## src/rtl/ann_pkg.sv

```systemverilog
// ann_pkg: shared defaults, loader state type and vector type for the ANN datapath.
package ann_pkg;

   localparam int ANN_WORD_SIZE  = 16;
   localparam int ANN_ADDR_WIDTH = 10;
   localparam int ANN_N_INPUTS   = 4;

   typedef enum logic [2:0] {
      IDLE,
      LOAD_X,
      LOAD_W,
      DRAIN,
      DONE
   } loader_state_t;

   typedef logic [ANN_N_INPUTS*ANN_WORD_SIZE-1:0] word_vec_t;

   // True when a span of 'count' words starting at 'base' runs past the top of
   // an address space that is 'addrWidth' bits wide.
   function automatic logic spanOverflows(input logic [31:0] base,
                                          input logic [31:0] count,
                                          input int          addrWidth);
      logic [32:0] lastAddr;
      lastAddr = {1'b0, base} + {1'b0, count} - 33'd1;
      return lastAddr > ((33'd1 << addrWidth) - 33'd1);
   endfunction

endpackage

```

## src/rtl/vec_assembler.sv

```systemverilog
// vec_assembler: builds one vector from single words written by index.
// The full flag rises once the last word has been written; clear empties it.
module vec_assembler #(
   parameter int WORD_SIZE = 16,
   parameter int N_WORDS   = 4,
   parameter int IDX_W     = 2
) (
   input  logic                         i_clk,
   input  logic                         i_rst,
   input  logic                         i_clear,
   input  logic                         i_we,
   input  logic [IDX_W-1:0]             i_idx,
   input  logic [WORD_SIZE-1:0]         i_data,
   output logic [N_WORDS*WORD_SIZE-1:0] o_vec,
   output logic                         o_full
);

   localparam logic [IDX_W-1:0] LAST_IDX = IDX_W'(N_WORDS - 1);

   logic [N_WORDS*WORD_SIZE-1:0] r_vec;
   logic                         r_full;

   // Capture each returning word into its slot; writing the last slot marks the vector complete.
   always_ff @(posedge i_clk) begin
      if (i_rst || i_clear) begin
         r_vec  <= '0;
         r_full <= 1'b0;
      end else if (i_we) begin
         r_vec[int'(i_idx)*WORD_SIZE +: WORD_SIZE] <= i_data;
         if (i_idx == LAST_IDX) begin
            r_full <= 1'b1;
         end
      end
   end

   assign o_vec  = r_vec;
   assign o_full = r_full;

endmodule

```

## src/rtl/layer_loader.sv

```systemverilog
// layer_loader: fetches the activation vector, then one weight vector per neuron,
// from single-word RAM reads and hands them to the layer over valid/ready.
// Optional feature macro: LAYER_LOADER_ADDR_CHECK_EN (reject runs whose address
// span would wrap past the top of RAM and raise err_o instead of reading).
module layer_loader
   import ann_pkg::*;
#(
   parameter int WORD_SIZE  = ANN_WORD_SIZE,
   parameter int ADDR_WIDTH = ANN_ADDR_WIDTH,
   parameter int N_INPUTS   = 4,
   parameter int N_NEURONS  = 8
) (
   input  logic                          clk_i,
   input  logic                          rst_i,
   input  logic                          start_i,
   input  logic [ADDR_WIDTH-1:0]         x_base_i,
   input  logic [ADDR_WIDTH-1:0]         w_base_i,
   output logic                          ram_re_o,
   output logic [ADDR_WIDTH-1:0]         ram_addr_o,
   input  logic [WORD_SIZE-1:0]          ram_rdata_i,
   output logic                          valid_o,
   input  logic                          ready_i,
   output logic [N_INPUTS*WORD_SIZE-1:0] x_o,
   output logic [N_INPUTS*WORD_SIZE-1:0] weights_o,
   output logic                          busy_o,
   output logic                          done_o,
   output logic                          err_o
);

   localparam int IDX_W = (N_INPUTS  > 1) ? $clog2(N_INPUTS)  : 1;
   localparam int NEU_W = (N_NEURONS > 1) ? $clog2(N_NEURONS) : 1;
   localparam logic [IDX_W-1:0] LAST_IDX = IDX_W'(N_INPUTS - 1);
   localparam logic [NEU_W-1:0] LAST_NEU = NEU_W'(N_NEURONS - 1);

   loader_state_t r_state, w_nextState;

   logic [ADDR_WIDTH-1:0]         r_xBase, r_wPtr, r_addr, w_issueAddr;
   logic [IDX_W-1:0]              r_idx, r_reIdx, r_rdIdx;
   logic [NEU_W-1:0]              r_neuron;
   logic                          r_wBusy, r_ovf, r_re, r_reIsW, r_rdValid, r_rdIsW, r_valid;
   logic [N_INPUTS*WORD_SIZE-1:0] r_weights, w_xVec, w_wVec;
   logic                          w_issue, w_issueIsW, w_start, w_startOvf, w_copy;
   logic                          w_xFull, w_wFull, w_xWe, w_wWe;

`ifdef LAYER_LOADER_ADDR_CHECK_EN
   logic r_err;

   assign w_startOvf = spanOverflows(32'(x_base_i), 32'(N_INPUTS), ADDR_WIDTH) ||
                       spanOverflows(32'(w_base_i), 32'(N_NEURONS*N_INPUTS), ADDR_WIDTH);

   // Error flag rises as the rejected run reaches DONE and holds until the next accepted start.
   always_ff @(posedge clk_i) begin
      if (rst_i) begin
         r_err <= 1'b0;
      end else if (w_start) begin
         r_err <= 1'b0;
      end else if (r_state == LOAD_X && r_ovf) begin
         r_err <= 1'b1;
      end
   end

   assign err_o = r_err;
`else
   assign w_startOvf = 1'b0;
   assign err_o      = 1'b0;
`endif

   // The assembled weight vector moves to the output stage when that stage is free or handing off now.
   assign w_copy = w_wFull && w_xFull && (!r_valid || ready_i);
   assign w_xWe  = r_rdValid && !r_rdIsW;
   assign w_wWe  = r_rdValid &&  r_rdIsW;

   // State register.
   always_ff @(posedge clk_i) begin
      if (rst_i) begin
         r_state <= IDLE;
      end else begin
         r_state <= w_nextState;
      end
   end

   // Next state and read-issue decision; a new neuron starts only once the assembler is free.
   always_comb begin
      w_nextState = r_state;
      w_issue     = 1'b0;
      w_issueIsW  = 1'b0;
      w_issueAddr = r_wPtr;
      w_start     = 1'b0;
      busy_o      = (r_state != IDLE);
      done_o      = (r_state == DONE);
      case (r_state)
         IDLE: begin
            if (start_i) begin
               w_start     = 1'b1;
               w_issue     = !w_startOvf;
               w_issueAddr = x_base_i;
               w_nextState = (w_startOvf || LAST_IDX != '0) ? LOAD_X : LOAD_W;
            end
         end
         LOAD_X: begin
            if (r_ovf) begin
               w_nextState = DONE;
            end else begin
               w_issue     = 1'b1;
               w_issueAddr = r_xBase + ADDR_WIDTH'(r_idx);
               if (r_idx == LAST_IDX) begin
                  w_nextState = LOAD_W;
               end
            end
         end
         LOAD_W: begin
            if (r_idx != '0 || !r_wBusy || w_copy) begin
               w_issue    = 1'b1;
               w_issueIsW = 1'b1;
               if (r_idx == LAST_IDX && r_neuron == LAST_NEU) begin
                  w_nextState = DRAIN;
               end
            end
         end
         DRAIN: begin
            if (!r_wBusy && r_valid && ready_i) begin
               w_nextState = DONE;
            end
         end
         DONE: begin
            w_nextState = IDLE;
         end
         default: begin
            w_nextState = IDLE;
         end
      endcase
   end

   // Run bookkeeping: latched bases, word index, neuron count and assembler occupancy.
   always_ff @(posedge clk_i) begin
      if (rst_i) begin
         r_xBase  <= '0;
         r_wPtr   <= '0;
         r_idx    <= '0;
         r_neuron <= '0;
         r_wBusy  <= 1'b0;
         r_ovf    <= 1'b0;
      end else begin
         if (w_start) begin
            r_xBase  <= x_base_i;
            r_wPtr   <= w_base_i;
            r_neuron <= '0;
            r_ovf    <= w_startOvf;
         end
         if (w_issue) begin
            r_idx <= (r_idx == LAST_IDX) ? '0 : r_idx + IDX_W'(1);
            if (w_issueIsW) begin
               r_wPtr <= r_wPtr + ADDR_WIDTH'(1);
               if (r_idx == LAST_IDX) begin
                  r_neuron <= r_neuron + NEU_W'(1);
               end
            end
         end
         if (w_start) begin
            r_wBusy <= 1'b0;
         end else if (w_issue && w_issueIsW && r_idx == '0) begin
            r_wBusy <= 1'b1;
         end else if (w_copy) begin
            r_wBusy <= 1'b0;
         end
      end
   end

   // Registered read port plus a one-cycle tag pipe that matches each return to its slot.
   always_ff @(posedge clk_i) begin
      if (rst_i) begin
         r_re      <= 1'b0;
         r_addr    <= '0;
         r_reIdx   <= '0;
         r_reIsW   <= 1'b0;
         r_rdValid <= 1'b0;
         r_rdIdx   <= '0;
         r_rdIsW   <= 1'b0;
      end else begin
         r_re <= w_issue;
         if (w_issue) begin
            r_addr  <= w_issueAddr;
            r_reIdx <= r_idx;
            r_reIsW <= w_issueIsW;
         end
         r_rdValid <= r_re;
         r_rdIdx   <= r_reIdx;
         r_rdIsW   <= r_reIsW;
      end
   end

   // Output stage: holds a weight vector until the layer takes it; refill on the same edge is allowed.
   always_ff @(posedge clk_i) begin
      if (rst_i) begin
         r_valid   <= 1'b0;
         r_weights <= '0;
      end else if (w_copy) begin
         r_valid   <= 1'b1;
         r_weights <= w_wVec;
      end else if (ready_i) begin
         r_valid <= 1'b0;
      end
   end

   vec_assembler #(
      .WORD_SIZE (WORD_SIZE),
      .N_WORDS   (N_INPUTS),
      .IDX_W     (IDX_W)
   ) u_xAsm (
      .i_clk   (clk_i),
      .i_rst   (rst_i),
      .i_clear (w_start),
      .i_we    (w_xWe),
      .i_idx   (r_rdIdx),
      .i_data  (ram_rdata_i),
      .o_vec   (w_xVec),
      .o_full  (w_xFull)
   );

   vec_assembler #(
      .WORD_SIZE (WORD_SIZE),
      .N_WORDS   (N_INPUTS),
      .IDX_W     (IDX_W)
   ) u_wAsm (
      .i_clk   (clk_i),
      .i_rst   (rst_i),
      .i_clear (w_start || w_copy),
      .i_we    (w_wWe),
      .i_idx   (r_rdIdx),
      .i_data  (ram_rdata_i),
      .o_vec   (w_wVec),
      .o_full  (w_wFull)
   );

   assign ram_re_o   = r_re;
   assign ram_addr_o = r_addr;
   assign valid_o    = r_valid;
   assign x_o        = w_xVec;
   assign weights_o  = r_weights;

endmodule

```

## config.mk

```make
export PLATFORM = sky130hd
export DESIGN_NAME = layer_loader
export DESIGN_NICKNAME = d
export VERILOG_FILES = /design/src/rtl/ann_pkg.sv /design/src/rtl/vec_assembler.sv /design/src/rtl/layer_loader.sv
export SDC_FILE = /design/constraint.sdc
export NUM_CORES = 1
export LEC_CHECK = 0
export ABC_CLOCK_PERIOD_IN_PS = 1900
export CORE_ASPECT_RATIO = 1.4
export CORE_MARGIN = 2
export CORE_UTILIZATION = 40
export CTS_CLUSTER_SIZE = 10
export DETAILED_ROUTE_END_ITERATION = 8
export PLACE_DENSITY = 0.71
export SYNTH_ARGS = -nofsm -noshare
export SYNTH_HDL_FRONTEND = slang
export SYNTH_SLANG_ARGS = --single-unit
```

## constraint.sdc

```tcl
create_clock -name clk_i -period 1.9 [get_ports clk_i]
set_input_delay 0.57 -clock clk_i [delete_from_list [all_inputs] [get_ports clk_i]]
set_output_delay 0.57 -clock clk_i [all_outputs]
set_load 0.05 [all_outputs]
```

==> run_results.csv <==
group,metric,value,unit
pwr,power_leakage,4.63,nW
clock_network,htree_levels,1,
timing,worst_pin_slew,0.646,ns
logic_synthesis,synth-seq-area-share,51.7,%
grt,grt_pass1_wl,43.2,mm
hold_path,hold_depth,2,
die,die_area,24700,um^2
timing,worst_slack,-0.0447,ns
grt,grt_use_total,21.8,%
final_layout,multi_input_area,4110,um^2
worst_setup_path,cp.depth,4,
clock_network,clk_pin_slew,0.06,ns
logic_synthesis,postSynthNetCount,1191,
logic_synthesis,synth_cell_type_count,59,
logic_synthesis,ys_ff_latch,242,
routing,drt_iter0_markers,644,
logic_synthesis,synth_area_leaders,"dfxtp_1 52%, nand2_1 11%, a21oi_1 10%",
die,die_h,185,um
timing,skew,0.00679,ns
final_layout,final_area,12500,um^2
timing,rsz0062_at_grt,"true",
grt,grt_overflow,0,
pwr,p_seq_share,46.7,%
worst_setup_path,cp_data_required_time,1.33,ns
logic_synthesis,synth_area,9370,um^2
worst_setup_path,r2r_cells,7,
clock_network,numCtsBuffers,28,
grt,grt_max_degree,72,
logic_synthesis,yosysTopAreaCell,"dfxtp_1",
timing,maxSlewHeadroom,56.8,%
worst_setup_path,worst-path-buf-inv,3,
final_layout,drive_above_1_share,21.6,%
timing,max_freq,0.514,GHz
final_layout,utilization,54.0,%
logic_synthesis,syn_inst,1138,
place,dp_hpwl,18.7,mm
worst_setup_path,slowest_stage,"dfxtp_4",
logic_synthesis,ys.flop_type,"dfxtp_1",
hold_path,hp-class,"flip-flop to flip-flop",
worst_setup_path,cp_data_arrival_time,1.37,ns
worst_setup_path,crit_family,"flip-flops",
place,place_area,11600,um^2
clock_network,cts_tree,"built",
logic_synthesis,synth_commonest_cells,"271 x nand2_1, 242 x dfxtp_1, 188 x a21oi_1",
routing,dr.pass1.iters,5,
place,gp_congestion,0.882,
timing,finalHoldViolations,0,
timing,timing.final.crit_share,102,%
worst_setup_path,worst-setup-path-type,"flip-flop to primary output",
routing,postRouteAntennaNets,0,
pwr,power_density,910,nW/um^2
routing,post_drt_wl_per_cell,17.1,um
die,ios,183,
pwr,p_total,11.4,mW
die,die_w,133,um
final_layout,fin_nets,1377,
routing,vias,8647,
logic_synthesis,async_reset_ff_share,0,%
place,place.port_buffers,181,
final_layout,synthToLayoutAreaGrowth,33.3,%
grt,grt_pass1_vias,8054,
die,rows,66,
clock_network,clkSinkCount,242,
logic_synthesis,yosys_warnings,0,
logic_synthesis,netlist.area_leader.share,51.7,%
pwr,clkPwrFrac,40.3,%
routing,wl,27.9,mm
run_status,status,"finished with violations",
pwr,switching_share,25.5,%
run,cap_violations,0,
pwr,power.internal,8.47,mW
timing,drv_slew,0,
clock_network,clk_latency,0.53,ns
die,core_area,23100,um^2
timing,fin_crit,1.94,ns
worst_setup_path,start_kind,"flip-flop",
final_layout,diodes,0,
final_layout,seq_area,4860,um^2
final_layout,fill_cells,2137,
clock_network,cts_buffer_depth,3,
routing,drc,0,
worst_setup_path,crit_path_max_incr_delay,0.36,ns
pwr,power_frac_comb,13.0,%
grt,antenna_found_initial,0,
pwr,switching_power,2.90,mW
routing,via_per_inst,5.30,
worst_setup_path,cp_max_fo,3,
worst_setup_path,path_cells,"nor3_4 -> buf_6 -> inv_4 -> buf_12",
pwr,vdd_drop_max,808,uV
die,initial_core_util,40.5,%
logic_synthesis,synth_edf_count,0,
worst_setup_path,critPathCaptureType,"primary output",
clock_network,root_buffer,"clkbuf_16",
logic_synthesis,synth_area_per_cell,8.23,um^2
run_status,violations,"negative setup slack",
logic_synthesis,synth.most_common_cell,"nand2_1",
timing,setup_viol_count_final,2,
## layout make-up
class | instances | area share (%)
Multi-Input combinational cell | 785 | 32.9
Inverter | 7 | 0.230
Timing Repair Buffer | 260 | 19.0
Tap cell | 306 | 3.07
Sequential cell | 242 | 38.9
Clock buffer | 31 | 5.87
Clock inverter | 2 | 0.0802
## final timing paths
path,start,end,slack [ns]
hold reg to reg,u_wAsm.o_vec[33],weights_o[33],0.45
setup / recovery,r_state[1],busy_o,-0.04
setup reg to reg,r_idx[0],ram_addr_o[6],0.10
hold / removal,u_wAsm.o_vec[33],weights_o[33],0.45
## sequential cells by signal, indices dropped and copies added (netlist names)
signal	flops
r_reIdx	2
u_wAsm.o_full	1
ram_addr_o	10
u_wAsm.o_vec	64
r_neuron	3
r_wPtr	10
valid_o	1
u_xAsm.o_full	1
r_rdValid	1
r_rdIsW	1
r_xBase	10
weights_o	64
r_state	3
r_rdIdx	2
r_reIsW	1
ram_re_o	1
u_xAsm.o_vec	64
r_idx	2
r_wBusy	1
## worst reg2reg max path, stage by stage, from the launching register on
cell and delay (ns):
dfxtp_1 0.33, ha_1 0.23, fa_2 0.35, nand4_1 0.12
nor2_1 0.06, xor2_1 0.16, a222oi_1 0.31, a211oi_1 0.12
## power by group through the flow
| stage | combinational, mW | clock, mW | sequential, mW |
|---|---|---|---|
| 3_3_place_gp | 1.41 | 0 | 5.41 |
| 2_1_floorplan | 0.663 | 0 | 5.56 |
| 5_1_grt | 1.57 | 4.83 | 5.32 |
| 6_report | 1.48 | 4.58 | 5.31 |
| 4_1_cts | 1.45 | 4.64 | 5.30 |
| 3_5_place_dp | 1.43 | 0 | 5.41 |
## cell usage in the layout (no fill, tap or decap), drive strengths merged, types with 5 or more instances in the layout
cell type / Yosys / layout
clkdlybuf4s50: 0 / 37
nor2: 61 / 61
clkbuf: 72 / 31
nand3: 112 / 112
a22oi: 37 / 37
nor3: 8 / 8
nor2b: 6 / 6
ha: 12 / 12
a311oi: 9 / 9
buf: 32 / 222
xor2: 5 / 5
dfxtp: 242 / 242
o21ai: 9 / 9
mux2i: 5 / 5
inv: 7 / 7
a21oi: 188 / 188
and2: 5 / 5
nand2b: 5 / 5
nand2: 272 / 272
## logic make-up after synthesis
group                    Yosys count  synth area share [%]
other                              1                0.0400
adder cells (fa/ha/maj)           13                  1.82
AND/OR/NAND/NOR                  495                  23.3
XOR/XNOR                           9                 0.841
AO/OA/AOI/OAI                    260                  16.2
flip-flops                       242                  51.7
buffers and inverters            111                  5.38
multiplexers                       7                 0.775
## per-stage QoR
step | setup slack [ns] | hold slack, ns | instances | TNS (ns)
global placement | -0.464 | 0.438 | 1596 | -53.38
floorplan | -0.0108 | 0.432 | 1138 | -0.108
detailed placement | -0.526 | 0.441 | 1596 | -63.07
global route | -0.0855 | 0.455 | 1633 | -0.171
finish | -0.0447 | 0.448 | 1633 | -0.0830
CTS | -0.0831 | 0.439 | 1632 | -0.135
## metal layers
layer / part of all wire (%) / track usage (%) / vias up / wire length, um
met5: 0 / 0 / - / 0
met4: 3.9 / 9.45 / 0 / 1090
met3: 6.9 / 4.19 / 65 / 1930
met2: 49 / 38.3 / 304 / 13800
met1: 40 / 25.9 / 4060 / 11100
li1: - / - / 4218 / -
## timing repair
| item | CTS | global route |
|---|---|---|
| gates cloned | 0 | 0 |
| endpoints found under the setup margin | 3 | 83 |
| pin swaps | 2 | 2 |
| endpoints found under the hold margin | 0 | 0 |
| resized for setup | 11 | 10 |
| setup buffers | 3 | 1 |
| hold buffers | 0 | 0 |
(Power assumes the default switching activity.)
